--- config.mk ---
export PLATFORM = sky130hd
export DESIGN_NAME = constraint_eval_pipe
export DESIGN_NICKNAME = d
export VERILOG_FILES = /design/src/rtl/constraint_eval_pipe.sv
export SDC_FILE = /design/constraint.sdc
export NUM_CORES = 1
export LEC_CHECK = 0
export CAP_MARGIN = 20
export CORE_MARGIN = 1.5
export CORE_UTILIZATION = 40
export DETAILED_ROUTE_END_ITERATION = 10
export PLACE_DENSITY = 0.7
export SLEW_MARGIN = 30
export SYNTH_ARGS = -nofsm -noshare
export SYNTH_HDL_FRONTEND = slang
export SYNTH_SLANG_ARGS = --single-unit
--- constraint.sdc ---
create_clock -name clk -period 3.4 [get_ports clk]
set_input_delay 1.02 -clock clk [delete_from_list [all_inputs] [get_ports clk]]
set_output_delay 1.02 -clock clk [all_outputs]
set_load 0.1 [all_outputs]
--- src/rtl/constraint_eval_pipe.sv ---
// Streaming constraint evaluator: per-channel predicates, AND/OR combine, 2-stage valid/ready pipe,
// per-batch satisfying-beat counter. Optional first-hit tracking under CONSTRAINT_FIRST_HIT_EN.
module constraint_eval_pipe #(
  parameter int NCH   = 4,
  parameter int W     = 8,
  parameter int CNT_W = 16
) (
  input  logic               clk,
  input  logic               rst,
  input  logic               in_valid,
  output logic               in_ready,
  input  logic [NCH*W-1:0]   in_data,
  input  logic               in_last,
  input  logic [2*NCH-1:0]   cfg_mode,
  input  logic               cfg_combine,
  output logic               out_valid,
  input  logic               out_ready,
  output logic               out_x,
  output logic [CNT_W-1:0]   sat_count,
  output logic               done
`ifdef CONSTRAINT_FIRST_HIT_EN
  ,
  output logic               first_hit_vld,
  output logic [CNT_W-1:0]   first_hit_idx
`endif
);

  typedef enum logic [1:0] {IDLE, RUN, DONE} state_t;

  state_t state, state_nx;

  logic [2*NCH-1:0] mode_q;
  logic             comb_q;
  logic [2*NCH-1:0] mode_eff;
  logic             comb_eff;
  logic [NCH-1:0]   pred;

  logic             s1_v, s1_last, s2_v, s2_last;
  logic [NCH-1:0]   s1_p;
  logic             adv1, adv2, accept, start, out_hs;

  assign adv2      = ~s2_v | out_ready;
  assign adv1      = ~s1_v | adv2;
  assign in_ready  = ~rst & adv1 & (state != DONE);
  assign accept    = in_valid & in_ready;
  assign start     = accept & (state == IDLE);
  assign out_hs    = s2_v & out_ready;
  assign out_valid = s2_v;

  // The first beat of a batch is evaluated with the live config, which is latched on the same edge.
  assign mode_eff = (state == IDLE) ? cfg_mode : mode_q;
  assign comb_eff = (state == IDLE) ? cfg_combine : comb_q;

  always_comb begin
    pred = '0;
    for (int unsigned k = 0; k < NCH; k++) begin
      case (mode_eff[2*k +: 2])
        2'b00:   pred[k] = ~|in_data[k*W +: W];
        2'b01:   pred[k] = |in_data[k*W +: W];
        2'b10:   pred[k] = &in_data[k*W +: W];
        default: pred[k] = ~comb_eff;  // neutral element of the chosen combine
      endcase
    end
  end

  always_comb begin
    state_nx = state;
    case (state)
      IDLE:    if (accept) state_nx = in_last ? DONE : RUN;
      RUN:     if (accept && in_last) state_nx = DONE;
      DONE:    if (done) state_nx = IDLE;
      default: state_nx = IDLE;
    endcase
  end

  always_ff @(posedge clk) begin
    if (rst) begin
      state  <= IDLE;
      done   <= 1'b0;
      mode_q <= '0;
      comb_q <= 1'b0;
    end else begin
      state <= state_nx;
      done  <= (state == DONE) & out_hs & s2_last;
      if (start) begin
        mode_q <= cfg_mode;
        comb_q <= cfg_combine;
      end
    end
  end

  always_ff @(posedge clk) begin
    if (rst) begin
      s1_v    <= 1'b0;
      s1_p    <= '0;
      s1_last <= 1'b0;
      s2_v    <= 1'b0;
      s2_last <= 1'b0;
      out_x   <= 1'b0;
    end else begin
      if (adv1) begin
        s1_v    <= accept;
        s1_p    <= pred;
        s1_last <= in_last;
      end
      if (adv2) begin
        s2_v <= s1_v;
        if (s1_v) begin
          out_x   <= comb_q ? |s1_p : &s1_p;
          s2_last <= s1_last;
        end
      end
    end
  end

  always_ff @(posedge clk) begin
    if (rst || start)
      sat_count <= '0;
    else if (out_hs && out_x && sat_count != '1)
      sat_count <= sat_count + CNT_W'(1);
  end

`ifdef CONSTRAINT_FIRST_HIT_EN
  logic [CNT_W-1:0] out_idx;

  always_ff @(posedge clk) begin
    if (rst || start) begin
      out_idx       <= '0;
      first_hit_vld <= 1'b0;
      first_hit_idx <= '0;
    end else if (out_hs) begin
      if (out_x && !first_hit_vld) begin
        first_hit_vld <= 1'b1;
        first_hit_idx <= out_idx;
      end
      if (out_idx != '1) out_idx <= out_idx + CNT_W'(1);
    end
  end
`endif

endmodule

==> flow_summary.yaml <==
outcome:
  status: "complete, no violations"
timing:
  worstMarginPinSlew_ps: 881
  finalCritPeriodShare: 0.937
  tns_ps: 0
  slew_violations: 0
  rsz0062_at_grt: "no"
  setup_ws_ps: 214
  hold_ws_ps: 465
  fmax_ghz: 0.314
  period_needed_ps: 3190
  max_slew_margin: 0.410
  fin_skew_ps: 13.3
  setup_violations: 0
  hold_viol: 0
power:
  p_clk_frac: 0.376
  p_seq_frac: 0.446
  p_per_area_mw_per_mm2: 353
  vdd_drop_max_v: 0.000217
  p_int_uw: 767
  swShare: 0.268
  combPwrFrac: 0.178
  power_switching_uw: 280
  leakage_uw: 0.00108
  power_uw: 1050
worst_setup_path:
  critical_path_required_ps: 2380
  slowest_stage: "clkdlybuf4s50_1"
  r2r_slack_ps: 1180
  endpoint_kind: "output pin"
  cpLargestDelayFamily: "buffers and inverters"
  crit_type: "input port to output pin"
  crit_chain: "clkdlybuf4s50_1 -> and3b_1 -> nor3b_4 -> buf_12"
  crit_path_max_incr_delay_ps: 470
  worstPathMaxFanout: 4
  start_kind: "input port"
  cp.buffers_inverters: 2
  cp.arrival_ps: 2170
synthesis:
  post-synth-top-area-fraction: 0.344
  synth_area_leader_cell: "dfxtp_1"
  ys_seq_elements: 37
  ys_seq_area_frac: 0.344
  synth_fp_nets: 303
  ys.flop_type: "dfxtp_1"
  synth_area_leaders: "dfxtp_1, mux2i_1, nand4_1"
  syn_inst: 256
  synth_area_per_cell_um2: 8.41
  yosys_warnings: 0
  synth_edf_count: 0
  async_flop_share: 0
  syn_area_mm2: 0.00215
  yosysUniqueCellTypes: 51
clock_tree:
  clk_pin_slew_worst_paths_ps: 80
  cts_buffer_depth: 2
  clk_latency_ps: 300
  cts.sinks: 37
  cts_resized: 0
  cts_setup_buffers: 0
  hold_buffers: 0
  clock-root-buffer: "clkbuf_8"
  htreeDepth: 2
  cts_tree: "built"
  cts_buffers: 5
route:
  wl_per_cell_um: 13.7
  drt_pass1_iterations: 4
  via_count: 2270
  ant_nets: 0
  initialDrtViolationCount: 133
  totalWireLength_um: 5370
  drc: 0
  vias_per_cell: 5.78
finish:
  synthToLayoutAreaGrowth_pct: 37.7
  layout_commonest_cell: "clkdlybuf4s50_1"
  final_cell_mix: "clkdlybuf4s50_1, dfxtp_1, nor2_1, buf_4, a21oi_1"
  fill_cells: 492
  antenna_cells: 0
  fin_nets: 369
  layout-drive-gt1-share: 0.152
grt:
  first_global_vias: 2039
  grt_overflow: 0
  grt_pass1_wl_um: 9220
  antenna_found_initial: 0
  grt_start_max_net_pins: 25
  track_usage: 0.190
floorplanning:
  initial_core_util: 0.419
  die_w_um: 76.4
  row_count: 26
  die_h_um: 76.4
  pin_count: 66
  dieArea_mm2: 0.00583
  core_area_mm2: 0.00514
place:
  port_buffers: 65
  dp_hpwl_um: 3910
  dp_slack_ps: 217
  gp_congestion: 0.789
worst_hold_path:
  hold_class: "flip-flop to flip-flop"
flow_run:
  maxCapViolCount: 0
## final timing paths
check            start  endpoint  cells past startpoint
max reg2reg   state[1]   s1_p[1]                      4
max          out_ready  in_ready                      4
min reg2reg    s1_last   s1_last                      2
min            s1_last   s1_last                      2
## Yosys cell counts (3+ instances only)
cell type and instances:
a221oi_1 6, nand4_1 17, buf_2 4, mux2i_1 12, nand3_1 8, mux2_2 4, nand2_1 16, a311oi_1 4
or4_1 6, o211a_1 3, nor4bb_1 3, or3_1 4, o21ai_0 13, and2_1 4, a21oi_1 18, nor4_1 10
nor2_1 24, a2bb2oi_1 3, nand2b_1 3, and3_1 5, clkbuf_1 5, inv_1 4, or3b_2 5, o31ai_1 8
dfxtp_1 37
## layer usage
layer	track usage	share of wire
met1	0.239	0.47
met2	0.321	0.47
met3	0.0383	0.044
met4	0.0722	0.014
met5	0	0
## area by class of cell
cell class,count,area [um2],share of cell area
Tap cell,70,87.6,0.0295
Clock buffer,5,68.8,0.0232
Timing Repair Buffer,70,651,0.220
Inverter,4,15.0,0.00507
Clock inverter,3,46.3,0.0156
Sequential cell,37,741,0.250
Multi-Input combinational cell,204,1360,0.457
## flip-flops by register name (all words and copies together), names as in the netlist
signal,cells
out_valid,1
done,1
comb_q,1
out_x,1
state,2
s2_last,1
mode_q,8
s1_last,1
s1_p,4
sat_count,16
s1_v,1
## power groups by stage
stage	Sequential, uW	Clock [uW]	Combinational (uW)
after floorplan	480	0	95.4
after global placement	476	0	184
after detailed placement	477	0	186
after CTS	467	400	187
after global routing	470	420	202
final	467	393	186
## worst min-delay path, delay by kind of cell, from the launching register on
| family | cells | cell delay, ps |
|---|---|---|
| flops | 1 | 310 |
| compound gates | 1 | 50 |
| simple gates | 1 | 60 |
## stage by stage
| stage | area (um2) | utilization | cells |
|---|---|---|---|
| after floorplan | 2160 | - | 256 |
| after global placement | 2850 | 0.554 | 385 |
| after detailed placement | 2850 | 0.554 | 385 |
| after CTS | 2960 | 0.577 | 393 |
| after global routing | 2960 | 0.577 | 393 |
| final | 2960 | 0.577 | 393 |
## cell families (layout without fill, tap and decap cells)
group / Yosys count / in the layout / share of synthesized area
simple gates: 119 / 119 / 0.324
compound gates: 68 / 68 / 0.218
flops: 37 / 37 / 0.344
mux: 16 / 16 / 0.0767
buf+inv: 15 / 82 / 0.0320
fa+ha+maj: 1 / 1 / 0.00581
Note: power is estimated with default switching activity, not from simulation.
